## src/rtl/icache_axi_rd.sv

```systemverilog
// icache_axi_rd: instruction-cache refill engine on an AXI4 read channel.
// One outstanding read at a time. A cached request fetches a 4-word line as an
// INCR burst. An uncached request fetches a single word.
// The returned data is shifted into a 128-bit buffer, one word per beat.
// Optional feature macro: ICACHE_AXI_RD_ERR_CHECK_EN. When it is defined, a
// sticky rd_err flag records bad responses. These are a non-OKAY rresp, a
// foreign rid, or an rlast that does not match the expected final beat.
module icache_axi_rd #(
  parameter logic [3:0] AXI_ID     = 4'd0,
  parameter int         LINE_WORDS = 4
) (
  input  logic         clk_g,
  input  logic         rst,
  // ICache side
  input  logic         rd_req,
  input  logic         rd_uncache,
  input  logic [31:0]  rd_addr,
  output logic         rd_rdy,
  output logic         ret_valid,
  output logic [127:0] ret_data,
  // AXI4 read address channel
  output logic [3:0]   arid,
  output logic [31:0]  araddr,
  output logic [7:0]   arlen,
  output logic [2:0]   arsize,
  output logic [1:0]   arburst,
  output logic         arlock,
  output logic [3:0]   arcache,
  output logic [2:0]   arprot,
  output logic         arvalid,
  input  logic         arready,
  // AXI4 read data channel
  input  logic [3:0]   rid,
  input  logic [31:0]  rdata,
  input  logic [1:0]   rresp,
  input  logic         rlast,
  input  logic         rvalid,
  output logic         rready,
  // Sticky error flag
  output logic         rd_err
);

  localparam int         LINE_BITS  = LINE_WORDS * 32;
  localparam logic [7:0] CACHED_LEN = 8'(LINE_WORDS - 1);

  typedef enum logic [1:0] {
    S_IDLE = 2'd0,
    S_AR   = 2'd1,
    S_R    = 2'd2,
    S_DONE = 2'd3
  } state_t;

  state_t                 r_state;
  state_t                 w_state_next;

  logic [31:0]            r_addr;
  logic                   r_uncache;
  logic [LINE_BITS-1:0]   r_buf;
  logic [1:0]             r_cnt;

  logic                   w_accept;
  logic                   w_beat;
  logic                   w_last_beat;
  logic [7:0]             w_arlen;

  // A request is taken only while idle.
  assign w_accept    = rd_req && (r_state == S_IDLE);
  // A data beat counts only while the engine is collecting data.
  assign w_beat      = rvalid && (r_state == S_R);
  // The burst length comes from the latched request type.
  assign w_arlen     = r_uncache ? 8'd0 : CACHED_LEN;
  // The burst ends on the beat whose count equals the burst length.
  // rlast is not used for this decision.
  assign w_last_beat = ({6'd0, r_cnt} == w_arlen);

  // State register.
  always_ff @(posedge clk_g) begin
    if (rst) begin
      r_state <= S_IDLE;
    end else begin
      r_state <= w_state_next;
    end
  end

  // Next-state and handshake outputs. Every output is a function of state
  // only, so no input reaches an output combinationally.
  always_comb begin
    w_state_next = r_state;
    rd_rdy       = 1'b0;
    arvalid      = 1'b0;
    rready       = 1'b0;
    ret_valid    = 1'b0;
    case (r_state)
      S_IDLE: begin
        rd_rdy = 1'b1;
        if (rd_req) begin
          w_state_next = S_AR;
        end
      end
      S_AR: begin
        arvalid = 1'b1;
        if (arready) begin
          w_state_next = S_R;
        end
      end
      S_R: begin
        rready = 1'b1;
        if (rvalid && w_last_beat) begin
          w_state_next = S_DONE;
        end
      end
      S_DONE: begin
        ret_valid    = 1'b1;
        w_state_next = S_IDLE;
      end
      default: begin
        w_state_next = S_IDLE;
      end
    endcase
  end

  // Latch the request on acceptance. The AR fields are driven from these
  // registers, so they stay stable for the whole address phase.
  // The reset value selects the uncached encoding with a zero address.
  always_ff @(posedge clk_g) begin
    if (rst) begin
      r_addr    <= 32'd0;
      r_uncache <= 1'b1;
    end else if (w_accept) begin
      r_addr    <= rd_addr;
      r_uncache <= rd_uncache;
    end
  end

  // Shift each data beat into the top of the line buffer and count the beat.
  // The buffer keeps its contents between transactions.
  always_ff @(posedge clk_g) begin
    if (rst) begin
      r_buf <= '0;
      r_cnt <= 2'd0;
    end else begin
      if (w_accept) begin
        r_cnt <= 2'd0;
      end
      if (w_beat) begin
        r_buf <= {rdata, r_buf[LINE_BITS-1:32]};
        r_cnt <= w_last_beat ? 2'd0 : r_cnt + 2'd1;
      end
    end
  end

  assign ret_data = r_buf;

  // Read-address channel fields.
  assign arid    = AXI_ID;
  assign araddr  = r_uncache ? r_addr : {r_addr[31:4], 4'b0000};
  assign arlen   = w_arlen;
  assign arsize  = 3'd2;
  assign arburst = 2'b01;
  assign arlock  = 1'b0;
  assign arcache = r_uncache ? 4'b0000 : 4'b1111;
  assign arprot  = 3'b000;

`ifdef ICACHE_AXI_RD_ERR_CHECK_EN
  logic r_err;
  logic w_beat_bad;

  // A beat is bad when rresp is not OKAY, when rid does not match AXI_ID,
  // or when rlast does not match the expected final beat.
  assign w_beat_bad = (rresp != 2'b00) || (rid != AXI_ID) ||
                      (rlast != w_last_beat);

  // Sticky error flag. Only reset clears it. The data path is not affected.
  always_ff @(posedge clk_g) begin
    if (rst) begin
      r_err <= 1'b0;
    end else if (w_beat && w_beat_bad) begin
      r_err <= 1'b1;
    end
  end

  assign rd_err = r_err;
`else
  // No checker in this build: the response status fields are not used.
  logic w_unused_resp;
  assign w_unused_resp = ^{rresp, rid, rlast};
  assign rd_err        = 1'b0;
`endif

endmodule

```

## config.mk

```make
export PLATFORM = sky130hd
export DESIGN_NAME = icache_axi_rd
export DESIGN_NICKNAME = d
export VERILOG_FILES = /design/src/rtl/icache_axi_rd.sv
export SDC_FILE = /design/constraint.sdc
export NUM_CORES = 1
export LEC_CHECK = 0
export ABC_AREA = 1
export CORE_MARGIN = 2
export CORE_UTILIZATION = 46
export DETAILED_ROUTE_END_ITERATION = 10
export GPL_ROUTABILITY_DRIVEN = 0
export PLACE_DENSITY_LB_ADDON = 0.05
export SYNTH_ARGS = -nofsm -noshare
export SYNTH_HDL_FRONTEND = slang
export SYNTH_SLANG_ARGS = --single-unit
```

## constraint.sdc

```tcl
create_clock -name clk_g -period 2.07 [get_ports clk_g]
set_input_delay 0.3105 -clock clk_g [delete_from_list [all_inputs] [get_ports clk_g]]
set_output_delay 0.3105 -clock clk_g [all_outputs]
set_load 0.005 [all_outputs]
```

==> impl_metrics.toml <==
[power]
p_leak_nw = 3.46
power_mw = 10.9
p_int_mw = 7.77
power_frac_seq_pct = 39.3
power_density_nw_per_um2 = 1200
switching_power_mw = 3.11
p_clk_share_pct = 30.0
vdd_drop_max_v = 0.000756
swShare_pct = 28.6
pwr-share-comb_pct = 30.8

[hold_path]
hp-class = "register to register"

[floorplanning]
ioPinCount = 267
die_w_um = 121
die_area_um2 = 14700
start_util_pct = 47.3
rows = 42
core_um2 = 13300
die_h_um = 121

[run]
cap_violations = 0

[critical_path]
crit_end = "rready"
r2r.worst_path.cells = 6
startpoint_type = "register"
critPathMaxFanout = 4
cp.arrival_ns = 1.66
cpPeakStageDelay_ns = 0.52
crit_buf_inv = 2
cp_cell_sequence = "inv_1 > ha_2 > clkdlybuf4s50_1"
critical_path_required_ns = 1.76
worstSetupPathType = "register to output port"
cp_slowest_cell = "clkdlybuf4s50_1"
endpoint_kind = "output port"
worst_setup_path_startpoint = "r_state[0]$_SDFFE_PP0P_"
rr_endpoint = "ret_data[68]$_SDFFE_PP0P_"
crit_cells = 3
reg2reg_from = "r_state[0]$_SDFFE_PP0P_"
critPathTopFamily = "buffers and inverters"
r2r_setup_slack_ns = 0.22

[global_routing]
grt_max_degree = 77
grt_overflow = 0
antenna_found_initial = 1
grt_pass1_vias = 4831
grt_pass1_wl_um = 23900
grtUsageTotal_pct = 20.4

[run_status]
outcome = "completed"

[routing]
vias_per_cell = 4.67
ant_nets = 0
wl_per_cell_um = 13.1
route.detailed.drc = 0
wirelength_um = 15400
drtPass1Iterations = 4
vias = 5474
initialDrtViolationCount = 343

[sta]
drv_slew = 0
setup_viol = 0
rsz0062_at_grt = "no"
slew_headroom_pct = 56.8
fin_tns_setup_ns = 0
fmax_mhz = 508
period_share_pct = 95.1
worst_pin_slew_ns = 0.648
final_hold_viol_count = 0
final.setup_skew_ns = 0.00576
hold-worst-slack_ns = 0.481
finalCriticalPeriod_ns = 1.97

[clocking]
cts_hold_buf = 0
insertion_delay_ns = 0.41
cts_buffer_depth = 2
htreeDepth = 4
cts_made_buffers = 17
cts_resized = 0
clk_pin_slew_ns = 0.06
cts.sinks = 165
tritoncts = "done"
cts_root_buffer = "clkbuf_16"
cts_setup_buffers = 0

[layout]
drive_gt1_share_pct = 4.62
final_cells = 1172
n_fill_cell = 1140
fin_nets = 1065
area_growth_pct = 43.3
fin_util_pct = 67.8
final_cell_mix = "322 x nor2_1, 239 x clkdlybuf4s50_1, 165 x dfxtp_1, 162 x o21ai_0, 20 x conb_1"
final_common_cell = "nor2_1"

[yosys]
synth_seq_cells = 165
syn_area_per_cell_um2 = 7.88
synth_area_um2 = 6310
yosysSeqAreaShare_pct = 52.3
yosys_warnings = 0
synth_cell_type_count = 20
synthesis.instances = 801

[place]
placed_cells = 1140
hpwl_um = 10700
io_buffers = 239
[layer usage]
layer / wire length (um) / vias to the layer above / track usage, %
met4: 209 / 0 / 6.97
met2: 7360 / 177 / 34.1
met1: 6760 / 2447 / 24.9
met5: 0 / - / 0
li1: - / 2832 / -
met3: 1070 / 18 / 6.16
[sequential cells by signal (all words and copies together), names as in the netlist]
name       count
r_cnt          2
ret_data     128
r_uncache      1
r_state        2
r_addr        32
[power by group through the flow]
| stage | combinational [mW] | sequential, mW | clock [mW] |
|---|---|---|---|
| floorplan | 1.82 | 4.31 | 0 |
| global placement | 3.27 | 4.30 | 0 |
| detailed placement | 3.35 | 4.34 | 0 |
| CTS | 3.38 | 4.28 | 3.33 |
| global route | 3.71 | 4.36 | 3.46 |
| finish | 3.35 | 4.27 | 3.26 |
[worst min-delay path, cell delays in order, from the launching register on]
cell	delay (ns)
dfxtp_1	0.32
nor2_1	0.04
nor2_1	0.08
[worst min path at each step]
stage	from	to	slack [ns]	depth (start not counted)
2_1_floorplan	rst	r_cnt[0]$_SDFFE_PP0P_	0.38	1
3_3_place_gp	ret_data[9]$_SDFFE_PP0P_	ret_data[9]$_SDFFE_PP0P_	0.46	2
3_5_place_dp	r_addr[25]$_SDFFE_PP0P_	r_addr[25]$_SDFFE_PP0P_	0.47	2
4_1_cts	r_addr[17]$_SDFFE_PP0P_	r_addr[17]$_SDFFE_PP0P_	0.49	2
5_1_grt	ret_data[27]$_SDFFE_PP0P_	ret_data[27]$_SDFFE_PP0P_	0.50	2
6_report	ret_data[11]$_SDFFE_PP0P_	ret_data[11]$_SDFFE_PP0P_	0.48	2
[per-stage QoR]
stage,setup WS (ns),area [um2]
floorplan,0.713,6380
global placement,0.210,8410
detailed placement,0.149,8410
CTS,0.0409,9040
global route,0.0170,9050
finish,0.102,9050
[kinds of logic after synthesis]
logic type | share of synthesized area (%)
simple gates | 20.4
buf+inv | 12.5
fa+ha+maj | 0.991
other cells | 0.119
flops | 52.3
compound gates | 13.6
[Yosys cell counts]
cell type / n / area share (%)
nand2_1: 13 / 0.77
clkbuf_1: 15 / 0.89
o22ai_1: 1 / 0.099
buf_2: 5 / 0.40
buf_12: 1 / 0.32
nor2_1: 322 / 19
buf_4: 53 / 6.3
a21oi_1: 6 / 0.48
clkbuf_2: 16 / 1.3
nand2_2: 2 / 0.20
o211ai_2: 1 / 0.20
ha_1: 5 / 0.99
o21ai_0: 162 / 13
buf_6: 14 / 2.5
dfxtp_1: 165 / 52
clkinv_1: 1 / 0.059
inv_1: 11 / 0.65
conb_1: 2 / 0.12
nand3_1: 4 / 0.32
inv_2: 2 / 0.12
[layout make-up]
class,instances,area [um2],share of cell area [%]
Antenna cell,1,2.50,0.0277
Inverter,14,56.3,0.622
Multi-Input combinational cell,536,2290,25.4
Timing Repair Buffer,249,2540,28.1
Clock inverter,7,118,1.30
Sequential cell,165,3300,36.5
Clock buffer,24,512,5.66
Tap cell,176,220,2.43
Power figures use the tool's default switching activity.
